<file path="src/rtl/rf_wb_arbiter_pkg.sv">
// rtl/rf_wb_arbiter_pkg.sv - shared constants and request record for the write-back arbiter
package rf_wb_arbiter_pkg;

    localparam int N_REQ_DFLT = 4;
    localparam int AW         = 5;
    localparam int DW         = 32;

    typedef struct packed {
        logic [AW-1:0] addr;
        logic [DW-1:0] data;
    } wb_req_t;

endpackage

</file>
<file path="src/rtl/rf_wb_arbiter_pick2.sv">
// rtl/rf_wb_arbiter_pick2.sv - combinational two-port picker (module wb_pick2), rotating scan from ptr
module wb_pick2
    import rf_wb_arbiter_pkg::*;
#(
    parameter int N  = N_REQ_DFLT,
    parameter int PW = $clog2(N)
) (
    input  logic [N-1:0]    elig_i,
    input  logic [N*AW-1:0] addr_i,
    input  logic [PW-1:0]   ptr_i,
    output logic [N-1:0]    gnt1_o,
    output logic [N-1:0]    gnt2_o,
    output logic            vld1_o,
    output logic            vld2_o
);

    localparam int SW = PW + 1;

    logic [SW-1:0] sum;
    logic [PW-1:0] idx;
    logic [AW-1:0] cur;
    logic [AW-1:0] addr1;

    always_comb begin
        gnt1_o = '0;
        gnt2_o = '0;
        vld1_o = 1'b0;
        vld2_o = 1'b0;
        addr1  = '0;
        sum    = '0;
        idx    = '0;
        cur    = '0;
        for (int k = 0; k < N; k++) begin
            // wrap ptr+k without a modulo so non-power-of-two N works
            sum = {1'b0, ptr_i} + SW'(k);
            if (sum >= SW'(N)) begin
                sum = sum - SW'(N);
            end
            idx = sum[PW-1:0];
            cur = addr_i[idx*AW +: AW];
            if (elig_i[idx]) begin
                if (!vld1_o) begin
                    vld1_o      = 1'b1;
                    gnt1_o[idx] = 1'b1;
                    addr1       = cur;
                end else if (!vld2_o && (cur != addr1)) begin
                    vld2_o      = 1'b1;
                    gnt2_o[idx] = 1'b1;
                end
            end
        end
    end

endmodule

</file>
<file path="src/rtl/rf_wb_arbiter.sv">
// rtl/rf_wb_arbiter.sv - register-file write-back arbiter; RF_WB_ROTATE_EN enables rotating priority
module rf_wb_arbiter
    import rf_wb_arbiter_pkg::*;
#(
    parameter int N_REQ = N_REQ_DFLT
) (
    input  logic                clk,
    input  logic                reset,
    input  logic [N_REQ-1:0]    req_valid,
    input  logic [N_REQ*AW-1:0] req_addr,
    input  logic [N_REQ*DW-1:0] req_data,
    output logic [N_REQ-1:0]    req_ready,
    output logic                we1,
    output logic [AW-1:0]       waddr1,
    output logic [DW-1:0]       wdata1,
    output logic                we2,
    output logic [AW-1:0]       waddr2,
    output logic [DW-1:0]       wdata2
);

    localparam int PW = $clog2(N_REQ);

    wb_req_t          req [N_REQ];
    logic [N_REQ-1:0] nz;
    logic [N_REQ-1:0] elig;
    logic [N_REQ-1:0] gnt1, gnt2;
    logic             vld1, vld2;
    logic [PW-1:0]    ptr;
    wb_req_t          sel1, sel2;

    logic          we1_q, we2_q;
    logic [AW-1:0] waddr1_q, waddr2_q;
    logic [DW-1:0] wdata1_q, wdata2_q;

    always_comb begin
        for (int i = 0; i < N_REQ; i++) begin
            req[i].addr = req_addr[i*AW +: AW];
            req[i].data = req_data[i*DW +: DW];
            nz[i]       = (req_addr[i*AW +: AW] != '0);
        end
    end

    // r0 writes are acknowledged and discarded; they never reach the picker
    assign elig      = req_valid & nz;
    assign req_ready = (req_valid & ~nz) | gnt1 | gnt2;

    wb_pick2 #(.N(N_REQ), .PW(PW)) u_pick (
        .elig_i (elig),
        .addr_i (req_addr),
        .ptr_i  (ptr),
        .gnt1_o (gnt1),
        .gnt2_o (gnt2),
        .vld1_o (vld1),
        .vld2_o (vld2)
    );

    always_comb begin
        sel1 = '0;
        sel2 = '0;
        for (int i = 0; i < N_REQ; i++) begin
            if (gnt1[i]) sel1 = req[i];
            if (gnt2[i]) sel2 = req[i];
        end
    end

`ifdef RF_WB_ROTATE_EN
    logic [PW-1:0] ptr_q, ptr_d, last;

    always_comb begin
        last = '0;
        for (int i = 0; i < N_REQ; i++) begin
            if (vld2 ? gnt2[i] : gnt1[i]) last = PW'(i);
        end
        ptr_d = ptr_q;
        if (vld1) begin
            ptr_d = (last == PW'(N_REQ-1)) ? '0 : last + 1'b1;
        end
    end

    always_ff @(posedge clk or posedge reset) begin
        if (reset) ptr_q <= '0;
        else       ptr_q <= ptr_d;
    end

    assign ptr = ptr_q;
`else
    assign ptr = '0;
`endif

    always_ff @(posedge clk or posedge reset) begin
        if (reset) begin
            we1_q    <= 1'b0;
            we2_q    <= 1'b0;
            waddr1_q <= '0;
            waddr2_q <= '0;
            wdata1_q <= '0;
            wdata2_q <= '0;
        end else begin
            we1_q <= vld1;
            we2_q <= vld2;
            if (vld1) begin
                waddr1_q <= sel1.addr;
                wdata1_q <= sel1.data;
            end
            if (vld2) begin
                waddr2_q <= sel2.addr;
                wdata2_q <= sel2.data;
            end
        end
    end

    assign we1    = we1_q;
    assign we2    = we2_q;
    assign waddr1 = waddr1_q;
    assign waddr2 = waddr2_q;
    assign wdata1 = wdata1_q;
    assign wdata2 = wdata2_q;

endmodule

</file>
<file path="config.mk">
export PLATFORM = sky130hd
export DESIGN_NAME = rf_wb_arbiter
export DESIGN_NICKNAME = d
export VERILOG_FILES = /design/src/rtl/rf_wb_arbiter_pkg.sv /design/src/rtl/rf_wb_arbiter_pick2.sv /design/src/rtl/rf_wb_arbiter.sv
export SDC_FILE = /design/constraint.sdc
export NUM_CORES = 1
export LEC_CHECK = 0
export BUFFER_PORTS_ARGS = -buffer_cell sky130_fd_sc_hd__buf_2
export CORE_UTILIZATION = 46
export CTS_CLUSTER_SIZE = 10
export DETAILED_ROUTE_END_ITERATION = 7
export PLACE_DENSITY = 0.91
export SLEW_MARGIN = 0
export SYNTH_ARGS = -nofsm -noshare
export SYNTH_HDL_FRONTEND = slang
export SYNTH_SLANG_ARGS = --single-unit
</file>
<file path="constraint.sdc">
create_clock -name clk -period 4.4 [get_ports clk]
set_clock_uncertainty 0.1 [all_clocks]
set_input_delay 0.66 -clock clk [delete_from_list [all_inputs] [get_ports clk]]
set_output_delay 0.66 -clock clk [all_outputs]
set_load 0.1 [all_outputs]
</file>
==> Word level (Yosys, flattened, before mapping) <==
Cells that the tools add are included.
{ "classes": {"eq_ne": 3, "mux": 42, "reduce_logical": 8, "n_bitwise": 5} }
{ "ops": {"columns": ["cell", "count"], "rows": [
  ["$mux W37", 8],
  ["$mux W4", 7],
  ["$mux W5", 5],
  ["$reduce_bool A5 Y1", 4],
  ["$mux W3", 5],
  ["$ne A5 B5 Y1", 3],
  ["$mux W1", 14],
  ["$and A4 B4 Y4", 2],
  ["$or A4 B4 Y4", 2],
  ["$mux W2", 3],
  ["$not A4 Y4", 1],
  ["$logic_and A1 B1 Y1", 2],
  ["$logic_not A1 Y1", 2]
]} }
{ "totals": {"in_bits": 154, "ff_bits": 76, "word_cells": 64, "out_inout_bits": 80} }

==> Depth between registers and ports, before layout <==
Gate-level depths: netlist (run 1).
{ "logic_depth": {"word_depth": 21, "mapped_depth": 11, "mapped_depth_nobuf": 7} }

==> Modules after synthesis <==
Synthesis (run 1) repeated with hierarchy kept, for this count alone.
{ "hier_totals": {"cells_unflattened": 681, "area_unflattened_um2": 6052.1} }
{ "by_module_without_submodules": {"columns": ["module", "area_each_um2", "instances", "cells_per_inst"], "rows": [
  ["rf_wb_arbiter", 4533.1, 1, 525],
  ["wb_pick2", 1519.0, 1, 156]
]} }

==> Worst setup path before layout (run 1) <==
OpenSTA, ideal clock, no wires.
{ "synth_timing": {"path_kind": "in2out", "from": "input port req_addr[1]", "to": "output port req_ready[3]", "arrival_ns": 3.645, "setup_slack_ns": -0.005, "path_stages": 9, "path_buffers": 2, "cell_sequence": "or4_4 -> nor3_1 -> o21ai_1 -> a2111oi_4 -> a21oi_1 -> a2111oi_1 -> buf_2 -> buf_2 -> nand2b_1"} }
{ "synth_via": {"elab_chain_len": 18, "word_cells_on_any_way": 30, "cone_classes": "3 x eq/ne; 19 x mux; 3 x bitwise; 5 x reduce/logical"} }
{ "synth_rtl": {"columns": ["item", "line", "source"], "rows": [
  ["start, declared", "rf_wb_arbiter.sv:10", "input logic [N_REQ*AW-1:0] req_addr,"],
  ["$reduce_bool A5 Y1", null, null],
  ["$and A4 B4 Y4", "rf_wb_arbiter.sv:44", "assign elig = req_valid & nz;"],
  ["$mux W5", "rf_wb_arbiter_pick2.sv:41", "if (elig_i[idx]) begin"],
  ["$ne A5 B5 Y1", "rf_wb_arbiter_pick2.sv:46", "end else if (!vld2_o && (cur != addr1)) begin"],
  ["$mux W1", "rf_wb_arbiter_pick2.sv:46", null],
  ["$mux W1", "rf_wb_arbiter_pick2.sv:42", "if (!vld1_o) begin"],
  ["$mux W1", "rf_wb_arbiter_pick2.sv:41", null],
  ["$logic_not A1 Y1", "rf_wb_arbiter_pick2.sv:46", null],
  ["[2 not listed]", null, null],
  ["$mux W1", "rf_wb_arbiter_pick2.sv:42", null],
  ["$mux W1", "rf_wb_arbiter_pick2.sv:41", null],
  ["$logic_not A1 Y1", "rf_wb_arbiter_pick2.sv:46", null],
  ["$logic_and A1 B1 Y1", "rf_wb_arbiter_pick2.sv:46", null],
  ["$mux W4", "rf_wb_arbiter_pick2.sv:46", null],
  ["$mux W4", "rf_wb_arbiter_pick2.sv:42", null],
  ["$mux W4", "rf_wb_arbiter_pick2.sv:41", null],
  ["$or A4 B4 Y4 *", "rf_wb_arbiter.sv:45", "assign req_ready = (req_valid & ~nz) | gnt1 | gnt2;"],
  ["end, declared", "rf_wb_arbiter.sv:12", "output logic [N_REQ-1:0] req_ready,"]
]} }
Mark *: on every way between the ends. The rest lies on a longest branch, timed or not.

==> Worst setup path after layout (run 1) <==
{ "layout_timing": {"from": "input port req_addr[2]", "to": "output port req_ready[3]"} }
The elaborated chain is that of the path after synthesis.

==> impl_metrics.yaml, run 1 <==
outcome:
  status: "finished clean"
route:
  wl_mm: 17.3
  drtIter0Drc: 435
  wl_per_cell_um: 20.2
  drc: 0
  ant_nets: 0
  via_per_inst: 6.39
  via_count: 5487
  firstDrtPassIters: 5
timing:
  rsz0062_at_grt: "no"
  setup_viol: 0
  setup_ws_ns: 0.410
  hold_ws_ns: 0.358
  setup_tns_ns: 0
  relSlewSlack_pct: 21.2
  fmax_ghz: 0.251
  hold_viol_final: 0
  fin_crit_ns: 3.99
  post-route-period-util_pct: 90.7
  slew_violations: 0
  worst_pin_slew_ns: 1.18
cts:
  holdBufCountCts: 0
  cts_tree: "yes"
  postCtsSetupBuffers: 0
  clock_path_buffers: 2
  cts-root-buf: "clkbuf_8"
  path_clk_slew_ns: 0.09
  cts.sinks: 76
  h-tree-depth: 3
  ctsResizeCount: 0
  cts_made_buffers: 9
  insertion_delay_ns: 0.34
grt:
  grt_pass1_wl_mm: 26.0
  antenna_found_initial: 0
  first_global_vias: 5162
  grt_usage_pct: 32.5
  grt_start_max_net_pins: 50
  grt_overflow_total: 0
finish:
  antenna_cells: 0
  mostFrequentLayoutCells: "buf_2, nand2_1, dfrtp_1"
  final_util_pct: 63.0
  nNetsFinal: 875
  drive_gt1_share_pct: 38.3
  final_cell_area_mm2: 0.00612
  area_delta_synth_final_pct: 32.9
  layout_commonest_cell: "buf_2"
  fin_cells: 859
floorplanning:
  die_y_um: 102
  fp.dieW_um: 102
  start_util_pct: 47.4
  rows: 36
  core-area_mm2: 0.00973
  ioPinCount: 234
  die_area_mm2: 0.0104
pwr:
  p_int_mw: 1.38
  p_comb_share_pct: 47.4
  power_frac_seq_pct: 30.8
  power_leakage_nw: 2.86
  swShare_pct: 49.8
  peakVddDrop_uv: 284
  p_total_mw: 2.74
  p_switching_mw: 1.37
  power.density_mw_per_mm2: 448
  p_clk_share_pct: 21.7
synthesis:
  yosys-top-cells-area: "dfrtp_1, a221o_1, a22o_1"
  async_flop_share_pct: 100
  syn_area_per_cell_um2: 8.92
  ys_seq_area_share_pct: 41.3
  yosysTopAreaCell: "dfrtp_1"
  synth-seq-cells: 76
  ys_types: 56
  synth-edff-count: 0
  synth_flop_cell: "dfrtp_1"
  syn_nets: 671
  synth_area_mm2: 0.00461
  synthCells: 517
  ys.warnings.count: 0
  yosysTopAreaCellShare_pct: 41.3
worst_setup_path:
  crit_required_ns: 3.64
  cp-start-kind: "input pin"
  r2r_setup_slack_ns: 3.36
  crit_buf_inv: 2
  cp_slowest_stage_delay_ns: 0.59
  arrival_ns: 3.23
  cp_cell_sequence: "buf_2, or4_4, o21ai_4, a31oi_1, xor2_1, a21oi_1, a2111oi_2, nand2b_2, buf_12"
  critPathSlowestCell: "or4_4"
  timing.rr.start: "waddr1[3]"
  critPathCaptureType: "primary output"
  critical_path_class: "input pin to primary output"
  worst_path_dominant_cell_family: "compound AO/OA/AOI/OAI gates"
  crit_fanout: 9
  crit_path_start: "req_addr[2]"
hold_path:
  worst_hold_path_type: "input pin to async pin"
placed_design:
  placed_cell_area_mm2: 0.00591
  place_inst: 843
  numPortBuffers: 233
  gp_congestion: 0.876
  dp_slack_ns: 0.454
  hpwlAfterDp_mm: 12.4
job:
  cap_violations: 0
[layout make-up]
type                            instances  area (µm²)
Fill cell                             849        3600
Multi-Input combinational cell        386        2550
Sequential cell                        76        1900
Clock inverter                          6        87.6
Inverter                                4        16.3
Timing Repair Buffer                  244        1280
Clock buffer                           10         128
Tap cell                              133         166
[cells in the mapped netlist, types with 4 or more instances]
library cell  instances
a21oi_1              38
a221o_1              38
a22o_1               38
a22oi_1               5
buf_1                 6
buf_2                 5
clkbuf_1             36
dfrtp_1              76
mux2i_1               4
nand2_1              84
nand3_1              32
nand4_1               4
nor2_1                7
o21ai_0              40
o21ai_1               4
o22ai_1              28
or4_1                 4
xnor2_1               5
xor2_1                5
[flip-flops by register name (all words and copies together) (netlist names)]
register,count
waddr1,5
waddr2,5
wdata1,32
wdata2,32
we1,1
we2,1
[worst paths after layout]
kind	endpoint	cells after the start
setup / recovery	req_ready[3]	9
max in group asynchronous	wdata2[16]	3
setup reg to reg	waddr1[3]	3
min in group clk	wdata2[6]	1
hold / removal	wdata1[29]	2
hold reg to reg	wdata2[6]	1
[power by group through the flow]
stage / sequential [mW] / clock, mW / combinational, mW
after floorplan: 1.55 / 0 / 0.306
after global placement: 0.855 / 0 / 1.28
after detailed placement: 0.857 / 0 / 1.30
after CTS: 0.845 / 0.604 / 1.30
after global routing: 0.856 / 0.640 / 1.35
final: 0.847 / 0.596 / 1.30
[cell families (layout without fill, tap and decap cells)]
| group | Yosys count | count (layout) | synth area share, % |
|---|---|---|---|
| AOI/OAI and AO/OA | 222 | 222 | 35.8 |
| xor gates and xnor gates | 10 | 10 | 1.90 |
| buffers and inverters | 55 | 264 | 5.18 |
| DFF | 76 | 76 | 41.3 |
| muxes | 4 | 4 | 0.869 |
| and+or+nand+nor | 150 | 150 | 15.0 |
[layer usage]
layer  GRT usage (%)  part of all wire, %  vias to the layer above
li1                -                    -                     2414
met1            39.9                   38                     2628
met2            53.7                   49                      389
met3            8.28                  9.9                       56
met4            14.8                  2.9                        0
met5               0                    0                        -
No activity file was read; power rests on OpenSTA's default activity.
==> run 2, diff against run 1 <==
--- a/config.mk
+++ b/config.mk
@@ -6,10 +6,11 @@
 export NUM_CORES = 1
 export LEC_CHECK = 0
 export BUFFER_PORTS_ARGS = -buffer_cell sky130_fd_sc_hd__buf_2
-export CORE_UTILIZATION = 46
+export CORE_UTILIZATION = 48
+export CTS_BUF_LIST = sky130_fd_sc_hd__clkbuf_4
 export CTS_CLUSTER_SIZE = 10
 export DETAILED_ROUTE_END_ITERATION = 7
-export PLACE_DENSITY = 0.91
+export PLACE_DENSITY = 0.94
 export SLEW_MARGIN = 0
 export SYNTH_ARGS = -nofsm -noshare
 export SYNTH_HDL_FRONTEND = slang
==> impl_metrics.yaml, run 2 (synthesis results as in run 1) <==
cts:
  postCtsSetupBuffers: 0
  cts-root-buf: "clkbuf_4"
  insertion_delay_ns: 0.42
  cts_tree: "yes"
  clock_path_buffers: 2
  cts.sinks: 76
  holdBufCountCts: 0
  path_clk_slew_ns: 0.14
  h-tree-depth: 3
  ctsResizeCount: 0
  cts_made_buffers: 9
timing:
  setup_tns_ns: 0
  hold_viol_final: 0
  post-route-period-util_pct: 89.8
  worst_pin_slew_ns: 1.16
  fmax_ghz: 0.253
  rsz0062_at_grt: "no"
  slew_violations: 0
  fin_crit_ns: 3.95
  relSlewSlack_pct: 22.5
  setup_viol: 0
finish:
  drive_gt1_share_pct: 38.5
  antenna_cells: 0
  mostFrequentLayoutCells: "buf_2, nand2_1, dfrtp_1"
  nNetsFinal: 876
  fin_cells: 856
  area_delta_synth_final_pct: 32.1
  layout_commonest_cell: "buf_2"
worst_setup_path:
  crit_required_ns: 3.64
  critPathCaptureType: "primary output"
  crit_fanout: 7
  cp_cell_sequence: "buf_2, or4_4, nor3_1, o21ai_1, a2111oi_4, a21oi_1, a2111oi_2, nand2b_2, buf_12"
  arrival_ns: 3.19
  cp-start-kind: "input pin"
  cp_slowest_stage_delay_ns: 0.58
  critical_path_class: "input pin to primary output"
  critPathSlowestCell: "or4_4"
pwr:
  p_switching_mw: 1.36
  power_leakage_nw: 2.85
  power_frac_seq_pct: 31.3
  p_clk_share_pct: 20.6
  p_int_mw: 1.35
  power.density_mw_per_mm2: 445
  p_comb_share_pct: 48.1
  peakVddDrop_uv: 285
  swShare_pct: 50.1
route:
  wl_mm: 17.5
  firstDrtPassIters: 5
  ant_nets: 0
  via_count: 5449
  via_per_inst: 6.37
  drc: 0
  drtIter0Drc: 450
  wl_per_cell_um: 20.4
grt:
  grt_start_max_net_pins: 47
  first_global_vias: 5331
  grt_pass1_wl_mm: 26.5
  grt_usage_pct: 34.1
  grt_overflow_total: 0
  antenna_found_initial: 0
hold_path:
  worst_hold_path_type: "input pin to async pin"
floorplanning:
  ioPinCount: 234
  die_area_mm2: 0.0100
  start_util_pct: 49.6
  die_y_um: 100
  fp.dieW_um: 100
  rows: 35
  core-area_mm2: 0.00928
outcome:
  status: "finished clean"
placed_design:
  hpwlAfterDp_mm: 12.4
  gp_congestion: 1.02
  numPortBuffers: 233
  place_inst: 840
job:
  cap_violations: 0
==> run 2: routing by layer <==
metal	global-route usage [%]	wire length [µm]	share of wire (%)
met1	42.7	6520	37
met2	55.7	8290	47
met4	15.8	706	4.0
met3	8.36	1960	11
met5	0	0	0
==> run 2: final timing paths <==
path,start,slack (ns),to,cells past startpoint
worst max-delay path,req_addr[2],0.45,req_ready[3],9
worst min-delay path,reset,0.23,wdata2[25],2
worst max register to register,waddr1[3],3.38,waddr1[3],3
worst min register to register,wdata2[1],0.42,wdata2[1],1
max in group asynchronous,reset,3.04,wdata2[7],3
min in group clk,req_data[96],0.36,wdata2[0],2
==> run 2: cell type report <==
cell class / instances / area, µm²
Timing Repair Buffer: 245 / 1270
Clock buffer: 10 / 75.1
Inverter: 4 / 16.3
Fill cell: 731 / 3200
Clock inverter: 6 / 113
Multi-Input combinational cell: 386 / 2550
Tap cell: 129 / 161
Sequential cell: 76 / 1900
==> run 2: through the flow <==
stage	util [%]	worst slack, ns	area, µm²	power, mW	hold slack (ns)
3_5_place_dp	63.5	0.399	5900	2.15	0.395
2_1_floorplan	-	0.311	4610	1.85	0.690
5_1_grt	65.6	0.293	6090	2.80	0.299
4_1_cts	65.6	0.473	6090	2.70	0.260
6_report	65.6	0.447	6090	2.71	0.229
3_3_place_gp	63.5	0.526	5900	2.13	0.390
==> run 2: critical path, delay by kind of cell <==
family | cells | cell delay, ns
compound gates | 4 | 1.17
buf+inv | 2 | 0.32
simple gates | 3 | 1.04
==> run 2: power by group through the flow <==
stage	logic [mW]	registers, mW	clock network (mW)
4_1_cts	1.30	0.846	0.560
5_1_grt	1.35	0.858	0.587
3_5_place_dp	1.30	0.857	0
2_1_floorplan	0.306	1.55	0
3_3_place_gp	1.27	0.856	0
6_report	1.30	0.848	0.557
